--- config.mk ---
export PLATFORM = sky130hd
export DESIGN_NAME = evolved_circuit_prober
export DESIGN_NICKNAME = d
export VERILOG_FILES = /design/src/rtl/evolved_probe_pkg.sv /design/src/rtl/sync_2ff.sv /design/src/rtl/evolved_circuit_prober.sv
export SDC_FILE = /design/constraint.sdc
export NUM_CORES = 1
export LEC_CHECK = 0
export CORE_ASPECT_RATIO = 1.25
export CORE_MARGIN = 3
export CORE_UTILIZATION = 49
export CTS_BUF_LIST = sky130_fd_sc_hd__clkbuf_4 sky130_fd_sc_hd__clkbuf_8 sky130_fd_sc_hd__clkbuf_16
export DETAILED_ROUTE_END_ITERATION = 10
export PLACE_DENSITY = 0.75
export SETUP_SLACK_MARGIN = 0.02
export SYNTH_ARGS = -nofsm -noshare
export SYNTH_HDL_FRONTEND = slang
export SYNTH_SLANG_ARGS = --single-unit
--- constraint.sdc ---
create_clock -name clock -period 1.8 [get_ports clock]
set_input_delay 0.18 -clock clock [delete_from_list [all_inputs] [get_ports clock]]
set_output_delay 0.18 -clock clock [all_outputs]
set_load 0.005 [all_outputs]
--- src/rtl/evolved_probe_pkg.sv ---
// evolved_probe_pkg: shared FSM state type and Gray-sweep helpers for the circuit prober
package evolved_probe_pkg;
   typedef enum logic [2:0] {IDLE, SETTLE, SAMPLE, REPORT, DONE} state_t;
   localparam int DEF_IN_WIDTH = 2;
   localparam int V = 1 << DEF_IN_WIDTH;
   localparam int STEP_W = $clog2(2 * V);
   function automatic logic [31:0] gray_enc(input logic [31:0] i);
      return i ^ (i >> 1);
   endfunction
   // forward half walks i = s, reverse half mirrors it back down
   function automatic logic [31:0] step_vec(input logic [31:0] s, input logic [31:0] nv);
      return gray_enc(s < nv ? s : 2 * nv - 1 - s);
   endfunction
endpackage

--- src/rtl/sync_2ff.sv ---
// sync_2ff: two-flop synchronizer for an asynchronous single-bit input
module sync_2ff (
   input  logic clock,
   input  logic reset,
   input  logic d,
   output logic q
);
   logic meta;
   always_ff @(posedge clock) begin
      if (reset) begin
         meta <= 1'b0;
         q <= 1'b0;
      end else begin
         meta <= d;
         q <= meta;
      end
   end
endmodule

--- src/rtl/evolved_circuit_prober.sv ---
// evolved_circuit_prober: Gray-sweep stimulus and windowed response sampler for evolved circuits
module evolved_circuit_prober
   import evolved_probe_pkg::*;
#(
   parameter int IN_WIDTH = DEF_IN_WIDTH,
   parameter int SETTLE_CYCLES = 16,
   parameter int SAMPLE_COUNT = 8,
   localparam int NV = 1 << IN_WIDTH,
   localparam int SW = $clog2(2 * NV),
   localparam int OW = $clog2(SAMPLE_COUNT + 1)
) (
   input  logic                clock,
   input  logic                reset,
   input  logic                start,
   output logic                busy,
   output logic                done,
   output logic [IN_WIDTH-1:0] dut_in,
   input  logic                dut_out,
   output logic                result_valid,
   input  logic                result_ready,
   output logic [SW-1:0]       result_step,
   output logic [IN_WIDTH-1:0] result_vector,
   output logic                result_level,
   output logic                result_stable,
   output logic [OW-1:0]       result_ones,
   output logic                any_unstable
);
   // settle floor of 3 keeps the synchronizer pipeline inside the settle window
   localparam int S_EFF = SETTLE_CYCLES < 3 ? 3 : SETTLE_CYCLES;
   localparam int N_EFF = SAMPLE_COUNT < 1 ? 1 : SAMPLE_COUNT;
   localparam int CW = $clog2((S_EFF > N_EFF ? S_EFF : N_EFF) + 1);
   localparam logic [CW-1:0] S_LAST = CW'(S_EFF - 1);
   localparam logic [CW-1:0] N_LAST = CW'(N_EFF - 1);
   localparam logic [SW-1:0] STEP_LAST = SW'(2 * NV - 1);
   state_t state;
   logic [CW-1:0] cnt;
   logic [SW-1:0] step;
   logic smp, first, acc_stable, win_stable;
   logic [OW-1:0] acc_ones, win_ones;
   logic [31:0] next_vec;
   sync_2ff u_sync (.clock(clock), .reset(reset), .d(dut_out), .q(smp));
   assign win_stable = acc_stable & ((cnt == '0) | (smp == first));
   assign win_ones = acc_ones + OW'(smp);
   assign next_vec = step_vec(32'(step) + 32'd1, 32'(NV));
   always_ff @(posedge clock) begin
      if (reset) begin
         state <= IDLE;
         cnt <= '0;
         step <= '0;
         dut_in <= '0;
         busy <= 1'b0;
         done <= 1'b0;
         first <= 1'b0;
         acc_stable <= 1'b0;
         acc_ones <= '0;
         result_valid <= 1'b0;
         result_step <= '0;
         result_vector <= '0;
         result_level <= 1'b0;
         result_stable <= 1'b0;
         result_ones <= '0;
         any_unstable <= 1'b0;
      end else begin
         case (state)
            IDLE: if (start) begin
               state <= SETTLE;
               cnt <= '0;
               step <= '0;
               dut_in <= '0;
               any_unstable <= 1'b0;
               busy <= 1'b1;
            end
            SETTLE: begin
               cnt <= cnt == S_LAST ? '0 : cnt + 1'b1;
               if (cnt == S_LAST) begin
                  state <= SAMPLE;
                  acc_stable <= 1'b1;
                  acc_ones <= '0;
               end
            end
            SAMPLE: begin
               cnt <= cnt + 1'b1;
               acc_stable <= win_stable;
               acc_ones <= win_ones;
               if (cnt == '0) first <= smp;
               if (cnt == N_LAST) begin
                  state <= REPORT;
                  cnt <= '0;
                  result_valid <= 1'b1;
                  result_step <= step;
                  result_vector <= dut_in;
                  result_level <= smp;
                  result_stable <= win_stable;
                  result_ones <= win_ones;
                  any_unstable <= any_unstable | ~win_stable;
               end
            end
            REPORT: if (result_ready) begin
               result_valid <= 1'b0;
               if (step == STEP_LAST) begin
                  state <= DONE;
                  done <= 1'b1;
               end else begin
                  state <= SETTLE;
                  step <= step + 1'b1;
                  dut_in <= next_vec[IN_WIDTH-1:0];
               end
            end
            DONE: begin
               state <= IDLE;
               done <= 1'b0;
               busy <= 1'b0;
            end
            default: state <= IDLE;
         endcase
      end
   end
endmodule

==> results.md, run 1 <==
* Routed WL at 3700 µm
* Hold Crit Class: flop to flop
* Clock H-tree levels at 2
* Via count at about 1500
* Ranking of synthesized cells by area: dfxtp_1 43%, ha_1 5.9%, nand2_1 5.6%, a21oi_1 5.3%, nor2_1 4.2%
* Initial cell density of the core at 51.8%
* Synth Net Count at ~210
* Arrival @ worst endpoint at ~2000 ps
* Worst setup EP type: flop
* Sequential fraction of the synthesis area at 42.8%
* Cell variety after synth at 45
* Die height at 71.6 µm
* Combinational fraction of design power at under 10%
* Clock Tree Root: clkbuf_8
* Site row count at 23
* Post-layout net count at between 200 and 250
* Syn avg cell area at roughly 8.6 µm²
* Tcrit/Tclk final at about 99%
* Max stage delay on crit path at between 300 and 400 ps
* Die Wd at roughly 60 µm
* Top FF cell, synth: dfxtp_1
* Net switching power figure at roughly 370 µW
* Max stage delay cell, worst path: or3b_4
* Mapped Cells at 196
* RSZ-0062 raised after global routing: yes
* Critical path class: flop to flop
* Gpl congestion at just over 0.8
* Pre-CTS WS at -22.5 ps
* Sequential power share at roughly 54%
* Io pins at 22
* Largest net degree at the start of global routing at 17
* Worst Path Max Fanout at 3
* Tightest Pin Transition at about 490 ps
* Post-DP HPWL at between 2000 and 3000 µm
* Final Power at roughly 1.5 mW
* Max Root-Sink Buffers at 2
* Switching Fraction at approximately a quarter
* CP delay by family, top: simple AND/OR/NAND/NOR gates
* Layout Area Growth over Synthesis at 26.2%
* Filler instances at 264
* Post-synth EDFFs at 0
* Asr flop ratio synth at 0%
* Max frequency at 0.558 GHz
* Max Transition Viols Final at 0
* Worst-skew pair later-pin latency at 290 ps
* Min cycle time layout at approximately 1800 ps
* Leakage power at 0.788 nW
* Status: finished, final reports clean
* DRT iter0 DRCs at 54
* DRT antenna net count at 0
* Sequential cell area at 724 µm²
* Synth warn at 0
* Slew Limit Headroom at 67.1%
* Final setup fails at 0
* Initial antenna violation count at 0
* Setup bufs post-CTS at 0
* CTS Buf Count at 5
* Die area at 4180 µm²
* CTS tree: done
* Final-report hold violation count at 0
* Max cap viols at 0
* CORE AREA at 3250 µm²
* Most numerous cell in the Yosys netlist: dfxtp_1
* Post-Syn Area at about 1700 µm²
* Worst EP required at roughly 2000 ps
* Cells along the critical path: ha_4, nand3_2, inv_2, ha_2, or3b_4, o21a_1, or3_1, a21oi_1
* Peak supply drop at ~0.00063 V
* Setup TNS at 0 ps
* WHS at around 450 ps
* Setup ws final at about 9 ps
* # diodes at 0
* P_int at approximately 1.1 mW
* Footprint of the multi-input gates at 912 µm²
* Routed wire length per instance at ~14 µm
* Skew final at around 4.8 ps
* Pwr dens at around 700 nW/µm²
* PortBufs at 21
* Area leader, netlist: dfxtp_1
* Via density per instance at roughly 5.7
* Setup crit start kind: flop
* Clk pin slew, worst setup/hold paths at around 70 ps
* DRC at 0
* Worst path bufs/invs at 1
* Seq cells post-synth at 36
* Clock share of power at around 37%
* Clk sinks at 36
* Overall routing resource usage at slightly below 20%
* Top cell type's share of synthesized area at 42.8%
* Top cells by count, synth: 36 x dfxtp_1, 25 x nand2_1, 19 x nor2_1
* Initial DRT Pass Iterations at 4
* GR Overflow Total at 0
* Layout cells sized above 1 at between 10% and 20%
* First-pass GRT wire length at 6400 µm
* Vias in the first global route at about 1500
kinds of logic (layout without fill, tap and decap cells):
logic type / count (synthesis) / after routing / share of synthesized area (%)
compound gates: 48 / 48 / 18.5
buf+inv: 18 / 52 / 4.75
fa+ha+maj: 8 / 8 / 5.94
flops: 36 / 36 / 42.8
xor+xnor: 5 / 5 / 2.60
mux: 4 / 4 / 2.45
simple gates: 77 / 77 / 23.0
through the flow:
| stage | area [µm²] | utilization [%] | std cells |
|---|---|---|---|
| final | 2130 | 65.4 | 267 |
| after global routing | 2130 | 65.4 | 267 |
| after CTS | 2120 | 65.2 | 267 |
| after detailed placement | 2020 | 62.1 | 259 |
| after global placement | 2020 | 62.1 | 259 |
| after floorplan | 1700 | - | 196 |
final timing paths:
| kind | start | slack, ps | to | cells after the start |
|---|---|---|---|---|
| worst max-delay path | cnt[1]$_SDFFE_PP0P_ | 9 | cnt[0]$_SDFFE_PP0P_ | 8 |
| worst min-delay path | u_sync.meta$_SDFF_PP0_ | 450 | u_sync.q$_SDFF_PP0_ | 1 |
| worst min register to register | u_sync.meta$_SDFF_PP0_ | 450 | u_sync.q$_SDFF_PP0_ | 1 |
| worst max register to register | cnt[1]$_SDFFE_PP0P_ | 9 | cnt[0]$_SDFFE_PP0P_ | 8 |
cell type report:
type / count / share of cell area, %
Multi-Input combinational cell: 142 / 42.9
Sequential cell: 36 / 34.1
Timing Repair Buffer: 37 / 15.5
Clock buffer: 5 / 3.24
Tap cell: 37 / 2.18
Inverter: 7 / 1.24
Clock inverter: 3 / 0.882
what timing repair did:
action / CTS / global route
pin swaps: 1 / 2
hold buffers: 0 / 0
setup endpoints to repair: 2 / 11
gates resized for setup: 5 / 2
registers in the layout (all words and copies together), names as in the netlist:
register / cells
acc_ones: 4
dut_in: 2
result_valid: 1
u_sync.meta: 1
result_ones: 4
first: 1
done: 1
any_unstable: 1
step: 3
cnt: 5
state: 3
result_step: 3
acc_stable: 1
result_level: 1
busy: 1
result_stable: 1
u_sync.q: 1
result_vector: 2
layer usage:
metal | up-vias | wire (µm) | GRT usage (%)
li1 | 751 | - | -
met1 | 737 | 1600 | 22.9
met2 | 39 | 1860 | 32.3
met3 | 8 | 155 | 4.50
met4 | 0 | 78 | 9.54
met5 | - | 0 | 0
power by group through the flow:
| stage | combinational, mW | sequential (mW) | clock, mW |
|---|---|---|---|
| after floorplan | 0.0761 | 0.836 | 0 |
| after global placement | 0.118 | 0.839 | 0 |
| after detailed placement | 0.121 | 0.840 | 0 |
| after CTS | 0.122 | 0.822 | 0.584 |
| after global routing | 0.136 | 0.824 | 0.612 |
| final | 0.123 | 0.823 | 0.566 |
placed cells by master (no fill, tap or decap), types with 4 or more instances in the layout:
cell type and instances:
xnor2_1 4, clkbuf_8 5, nand2_1 25, clkdlybuf4s50_1 21
nor2_1 19, nand3_1 5, o21ai_0 6, ha_1 6
nand2b_1 4, inv_1 6, a21oi_1 18, nor3_1 6
buf_4 16, dfxtp_1 33
(Power assumes the default switching activity.)
==> run 2, diff against run 1 <==
--- a/config.mk
+++ b/config.mk
@@ -10,7 +10,7 @@
 export CORE_UTILIZATION = 49
 export CTS_BUF_LIST = sky130_fd_sc_hd__clkbuf_4 sky130_fd_sc_hd__clkbuf_8 sky130_fd_sc_hd__clkbuf_16
 export DETAILED_ROUTE_END_ITERATION = 10
-export PLACE_DENSITY = 0.75
+export PLACE_DENSITY_LB_ADDON = 0.3
 export SETUP_SLACK_MARGIN = 0.02
 export SYNTH_ARGS = -nofsm -noshare
 export SYNTH_HDL_FRONTEND = slang
==> run 2 against run 1 <==
- critical endpoint unchanged
- the run now ends with setup timing left
- largest power group unchanged
- via count fell by 3.1%
- maximum frequency fell by 1.1%
- design area rose by 2.4%
==> results.md, run 2 (synthesis gave the netlist of run 1 again) <==
* Status: complete, but fails checks (was finished, final reports clean)
* Failing checks: setup timing
* Initial DRT Pass Iterations at 4 (unchanged)
* Hold endpoint: u_sync.q$_SDFF_PP0_ (unchanged)
* PortBufs at 21 (unchanged)
* CTS tree: done (unchanged)
* Io pins at 22 (unchanged)
* RSZ-0062 raised after global routing: yes (unchanged)
* Max reg flops at 5 (unchanged)
* HP Start: u_sync.meta$_SDFF_PP0_ (unchanged)
* R2r endpoint: cnt[0]$_SDFFE_PP0P_ (unchanged)
* Highest-count cells in the layout ignoring fill and taps: 33 x dfxtp_1, 25 x nand2_1, 21 x clkdlybuf4s50_1, 21 x buf_4, 19 x nor2_1 (was 33 x dfxtp_1, 25 x nand2_1, 21 x clkdlybuf4s50_1, 19 x nor2_1, 18 x a21oi_1)
* Clock H-tree levels at 2 (unchanged)
* Finished Core Util at 66.9% (was 65.4%)
* Worst r2r path cells at 8 (unchanged)
* Max stage delay cell, worst path: or3b_4 (unchanged)
* Via count at 1488 (was 1535)
* Sequential cell area at 727 µm² (was 724 µm²)
* Via density per instance at 5.49 (was 5.75)
* Setup TNS at -19.9 ps (was 0 ps)
* Arrival @ worst endpoint at 2020 ps (was 2010 ps)
* Die height at 71.6 µm (unchanged)
* Initial cell density of the core at 51.8% (unchanged)
* DRT antenna net count at 0 (unchanged)
* Most common cell after layout, fill and taps aside: dfxtp_1 (unchanged)
* Worst path bufs/invs at 1 (unchanged)
* R2R setup slack at -10 ps (was 9 ps)
* Hold Crit Class: flop to flop (unchanged)
* Footprint of the multi-input gates at 928 µm² (was 912 µm²)
* Site row count at 23 (unchanged)
* Tightest Pin Transition at 514 ps (was 492 ps)
* First-pass GRT wire length at 6460 µm (was 6400 µm)
* Max Root-Sink Buffers at 2 (unchanged)
* Max Transition Viols Final at 0 (unchanged)
* CTS Buf Count at 5 (unchanged)
* Setup crit start kind: flop (unchanged)
* CP most frequent cell: ha_4
* Pre-CTS WS at -68.9 ps (was -22.5 ps)
* Worst setup EP type: flop (unchanged)
* Routed wire length per instance at 14.3 µm (was 13.9 µm)
* Largest net degree at the start of global routing at 25 (was 17)
* Critical path class: flop to flop (unchanged)
* Max frequency at 0.552 GHz (was 0.558 GHz)
* Crit path depth at 8 (unchanged)
* CORE AREA at 3250 µm² (unchanged)
* Layout Area Growth over Synthesis at 29.2% (was 26.2%)
* Worst-skew pair later-pin latency at 290 ps (about the same)
* Max stage delay on crit path at 380 ps (about the same)
* GR Overflow Total at 0 (unchanged)
* Worst Hold Depth at 1 (unchanged)
* Most flops, register: cnt (unchanged)
* # diodes at 0 (unchanged)
* Worst reg2reg path startpoint: cnt[0]$_SDFFE_PP0P_ (was cnt[1]$_SDFFE_PP0P_)
* Min cycle time layout at 1810 ps (was 1790 ps)
* Top Registers: cnt: 5 flops, acc_ones: 4 flops, result_ones: 4 flops (unchanged)
* Post-DP HPWL at 2740 µm (about the same)
* Max cap viols at 0 (unchanged)
* Overall routing resource usage at 19.9% (was 19.4%)
* Non-Filler Instances at 271 (was 267)
* Layout cells sized above 1 at 18.8% (was 16.5%)
* DRC at 0 (unchanged)
* DRT iter0 DRCs at 46 (was 54)
* Setup ws final at -11.3 ps (was 9.00 ps)
* Routed WL at 3870 µm (was 3700 µm)
* Vias in the first global route at 1455 (was 1518)
* Final setup fails at 2 (was 0)
* Cts hold-fix bufs at 0 (unchanged)
* Filler instances at 268 (was 264)
* Die area at 4180 µm² (unchanged)
* Peak supply drop at 0.000679 V (was 0.000632 V)
* Pwr dens at 690 nW/µm² (was 711 nW/µm²)
* Dpl cells at 257 (was 259)
* Cells along the critical path: ha_4, nand3_2, inv_2, ha_4, or3b_4, o21a_4, or3_1, a21oi_1 (was ha_4, nand3_2, inv_2, ha_2, or3b_4, o21a_1, or3_1, a21oi_1)
* Clock Tree Root: clkbuf_8 (unchanged)
* CP delay by family, top: simple AND/OR/NAND/NOR gates (unchanged)
* Gpl congestion at 0.781 (was 0.811)
* Die Wd at 58.5 µm (unchanged)
* Post-layout net count at 247 (was 242)
* Skew final at 4.43 ps (was 4.82 ps)
* Initial antenna violation count at 0 (unchanged)
* Worst EP required at 2000 ps (was 2020 ps)
* Clk sinks at 36 (unchanged)
* Worst Path Max Fanout at 3 (unchanged)
* Tcrit/Tclk final at 101% (was 99.5%)
* Slew Limit Headroom at 65.7% (was 67.1%)
* Final-report hold violation count at 0 (unchanged)
* Final Power at 1.50 mW (was 1.51 mW)
* Clk pin slew, worst setup/hold paths at 70 ps (about the same)
* Leakage power at 0.803 nW (was 0.788 nW)
## run 2: area by class of cell
| cell class | instances | share of cell area (%) |
|---|---|---|
| inverter | 7 | 1.21 |
| clock inverter | 1 | 0.230 |
| multi-input combinational | 142 | 42.6 |
| clock buffer | 6 | 3.51 |
| sequential | 36 | 33.4 |
| timing repair buffer | 42 | 16.9 |
| tap | 37 | 2.13 |
## run 2: routing by layer
metal	up-vias	wire length, µm	track usage [%]
met5	-	0	0
met2	33	1950	33.8
met4	0	79	9.28
met1	691	1680	22.7
li1	757	-	-
met3	7	165	5.59
## run 2: power breakdown
| part | internal, mW | leakage (nW) | switching (mW) |
|---|---|---|---|
| Clock | 0.278 | 0.0445 | 0.270 |
| Sequential | 0.811 | 0.293 | 0.0124 |
| Combinational | 0.0675 | 0.465 | 0.0625 |
## run 2: worst max-delay path by stage
stage	start	endpoint	slack, ps
after floorplan	cnt[1]$_SDFFE_PP0P_	cnt[0]$_SDFFE_PP0P_	30
after global placement	cnt[0]$_SDFFE_PP0P_	cnt[0]$_SDFFE_PP0P_	10
after detailed placement	cnt[0]$_SDFFE_PP0P_	cnt[0]$_SDFFE_PP0P_	-70
after CTS	cnt[0]$_SDFFE_PP0P_	cnt[0]$_SDFFE_PP0P_	-10
after global routing	cnt[0]$_SDFFE_PP0P_	cnt[0]$_SDFFE_PP0P_	-80
final	cnt[0]$_SDFFE_PP0P_	cnt[0]$_SDFFE_PP0P_	-10
## run 2: what timing repair did
| action | CTS | global route |
|---|---|---|
| endpoints found under the setup margin | 5 | 10 |
| hold endpoints to repair | 0 | 0 |
| gates resized for setup | 8 | 3 |
| pin swaps | 1 | 2 |
| setup buffers | 7 | 0 |
## run 2: through the flow
step / hold slack [ps] / cell area [µm²]
after detailed placement: 428 / 2000
after floorplan: 308 / 1700
after global placement: 420 / 2000
after global routing: 460 / 2180
final: 438 / 2180
after CTS: 444 / 2170
==> run 3, diff against run 2 <==
--- a/config.mk
+++ b/config.mk
@@ -5,12 +5,15 @@
 export SDC_FILE = /design/constraint.sdc
 export NUM_CORES = 1
 export LEC_CHECK = 0
+export CELL_PAD_IN_SITES_DETAIL_PLACEMENT = 0
+export CELL_PAD_IN_SITES_GLOBAL_PLACEMENT = 1
 export CORE_ASPECT_RATIO = 1.25
 export CORE_MARGIN = 3
-export CORE_UTILIZATION = 49
+export CORE_UTILIZATION = 37
 export CTS_BUF_LIST = sky130_fd_sc_hd__clkbuf_4 sky130_fd_sc_hd__clkbuf_8 sky130_fd_sc_hd__clkbuf_16
 export DETAILED_ROUTE_END_ITERATION = 10
 export PLACE_DENSITY_LB_ADDON = 0.3
+export REMOVE_ABC_BUFFERS = 1
 export SETUP_SLACK_MARGIN = 0.02
 export SYNTH_ARGS = -nofsm -noshare
 export SYNTH_HDL_FRONTEND = slang
==> run 3 against run 2 <==
- the flow still finishes with violations (setup timing)
- register-to-register slack got worse by 40 ps
- worst hold slack about the same
- sequential share of layout area decreased by 0.15 points
- highest routed layer unchanged
- combinational power about the same
- maximum frequency decreased by 2.1%
==> results.md, run 3 (synthesis gave the netlist of run 1 again) <==
* RSZ-0062 raised after global routing: yes (unchanged)
* Via density per instance at 5.14 (was 5.49)
* # diodes at 0 (unchanged)
* Final setup fails at 1 (was 2)
* Max frequency at 0.541 GHz (was 0.552 GHz)
* PortBufs at 21 (unchanged)
* Filler instances at 405 (was 268)
* Initial cell density of the core at 39.9% (was 51.8%)
* Tightest Pin Transition at 473 ps (was 514 ps)
* Post-layout net count at 244 (was 247)
* Max stage delay cell, worst path: or3b_4 (unchanged)
* Initial DRT Pass Iterations at 4 (unchanged)
* Footprint of the multi-input gates at 930 µm² (was 928 µm²)
* Die Wd at 66.4 µm (was 58.5 µm)
* Worst-skew pair later-pin latency at 280 ps (was 290 ps)
* Arrival @ worst endpoint at 2060 ps (was 2020 ps)
* Routed WL at 3750 µm (was 3870 µm)
* Status: complete, but fails checks (unchanged)
* Die height at 81.5 µm (was 71.6 µm)
* Vias in the first global route at 1488 (was 1455)
* Gpl congestion at 0.826 (was 0.781)
* DRT iter0 DRCs at 58 (was 46)
* Via count at 1474 (was 1488)
* Final-report hold violation count at 0 (unchanged)
* Skew final at 5.25 ps (was 4.43 ps)
* Placed Instance Area at 2040 µm² (was 2000 µm²)
* Critical path class: flop to flop (unchanged)
* Clk pin slew, worst setup/hold paths at 60 ps (was 70 ps)
* DRC at 0 (unchanged)
* Hold Crit Class: flop to flop (unchanged)
* Max reg flops at 5 (unchanged)
* Die area at 5410 µm² (was 4180 µm²)
* Final Power at 1.49 mW (was 1.50 mW)
* CP most frequent cell: ha_4 (unchanged)
* Setup TNS at -49.9 ps (was -19.9 ps)
* Slew Limit Headroom at 68.4% (was 65.7%)
* Highest-count cells in the layout ignoring fill and taps: 34 x dfxtp_1, 25 x nand2_1, 21 x clkdlybuf4s50_1, 19 x nor2_1, 18 x buf_4 (was 33 x dfxtp_1, 25 x nand2_1, 21 x clkdlybuf4s50_1, 21 x buf_4, 19 x nor2_1)
* Setup ws final at -49.9 ps (was -11.3 ps)
* Sequential cell area at 723 µm² (was 727 µm²)
* Most common cell after layout, fill and taps aside: dfxtp_1 (unchanged)
* Initial antenna violation count at 0 (unchanged)
* Max cap viols at 0 (unchanged)
* Tcrit/Tclk final at 103% (was 101%)
* CORE AREA at 4230 µm² (was 3250 µm²)
* Most flops, register: cnt (unchanged)
* Worst setup EP type: flop (unchanged)
* Routed wire length per instance at 13.1 µm (was 14.3 µm)
* Pwr dens at 685 nW/µm² (was 690 nW/µm²)
* Clock H-tree levels at 2 (unchanged)
* Clock Tree Root: clkbuf_8 (unchanged)
* Layout Area Growth over Synthesis at 29.1% (was 29.2%)
* Max stage delay on crit path at 380 ps (about the same)
* Peak supply drop at 0.000374 V (was 0.000679 V)
* Fin area at 2180 µm² (about the same)
* Layout cells sized above 1 at 17.3% (was 18.8%)
* First-pass GRT wire length at 6630 µm (was 6460 µm)
* Setup crit start kind: flop (unchanged)
* Max Root-Sink Buffers at 2 (unchanged)
* Failing checks: setup timing (unchanged)
* Largest net degree at the start of global routing at 30 (was 25)
* Site row count at 26 (was 23)
* Worst EP required at 2010 ps (was 2000 ps)
* Cells along the critical path: ha_4, nand3_2, inv_2, ha_4, or3b_4, o21a_1, or3_4, a21oi_2 (was ha_4, nand3_2, inv_2, ha_4, or3b_4, o21a_4, or3_1, a21oi_1)
* DRT antenna net count at 0 (unchanged)
* Worst Path Max Fanout at 3 (unchanged)
* Io pins at 22 (unchanged)
* CTS Buf Count at 5 (unchanged)
* GR Overflow Total at 0 (unchanged)
* Max Transition Viols Final at 0 (unchanged)
* Leakage power at 0.798 nW (was 0.803 nW)
* Top Registers: cnt: 5 flops, acc_ones: 4 flops, result_ones: 4 flops (unchanged)
* Min cycle time layout at 1850 ps (was 1810 ps)
* CTS tree: done (unchanged)
* Overall routing resource usage at 15.9% (was 19.9%)
* Clk sinks at 36 (unchanged)
* Post-DP HPWL at 2850 µm (was 2740 µm)
[run 3: cell count changes in the layout (fill, tap and decap cells not counted), sizes merged]
cell / before / now
buf: 21 / 18
[run 3: final cells by class]
cell class              count  share of cell area [%]
multi-input cells         142                    42.7
clock inverters             1                   0.230
repair buffers             39                    15.9
well taps                  56                    3.22
inverters                   7                    1.21
flip-flops and latches     36                    33.2
clock buffers               6                    3.51
[run 3: layer usage]
metal  global-route usage, %  part of all wire, %  vias to the layer above
met1                    16.8                   42                      693
li1                        -                    -                      752
met3                    3.69                  2.6                        6
met4                    4.88                  1.4                        0
met5                       0                    0                        -
met2                    30.7                   54                       23
[run 3: final timing paths]
| kind | from | end | slack, ps | cells after the start |
|---|---|---|---|---|
| worst min-delay path | u_sync.meta$_SDFF_PP0_ | u_sync.q$_SDFF_PP0_ | 440 | 1 |
| worst max-delay path | cnt[1]$_SDFFE_PP0P_ | cnt[0]$_SDFFE_PP0P_ | -50 | 8 |
| worst max register to register | cnt[1]$_SDFFE_PP0P_ | cnt[0]$_SDFFE_PP0P_ | -50 | 8 |
| worst min register to register | u_sync.meta$_SDFF_PP0_ | u_sync.q$_SDFF_PP0_ | 440 | 1 |
[run 3: worst max-delay path: cells and delay by family, from the launching register on]
kind / cells / cell delay [ps]
and+or+nand+nor: 3 / 800
DFF: 1 / 330
adders and majority gates: 2 / 310
AOI/OAI and AO/OA: 2 / 280
buffers and inverters: 1 / 50
[run 3: metrics by stage]
step / utilization, % / worst slack [ps] / hold WS [ps] / cells
detailed placement: 48.2 / -111 / 425 / 279
finish: 51.4 / -49.9 / 439 / 287
floorplan: - / -58.5 / 249 / 185
global placement: 48.2 / -20.4 / 419 / 279
global route: 51.4 / -91.8 / 451 / 287
CTS: 50.9 / -109 / 441 / 287
[run 3: timing repair]
action,CTS,global route
setup endpoints to repair,3,15
gates resized for setup,6,7
setup buffers,1,0
hold endpoints to repair,0,0
gates cloned,0,0
hold buffers,0,0
pin swaps,3,6
[run 3: where the power goes]
part	switching, mW	internal (mW)
clock	0.262	0.278
combinational	0.0617	0.0656
sequential	0.0120	0.812
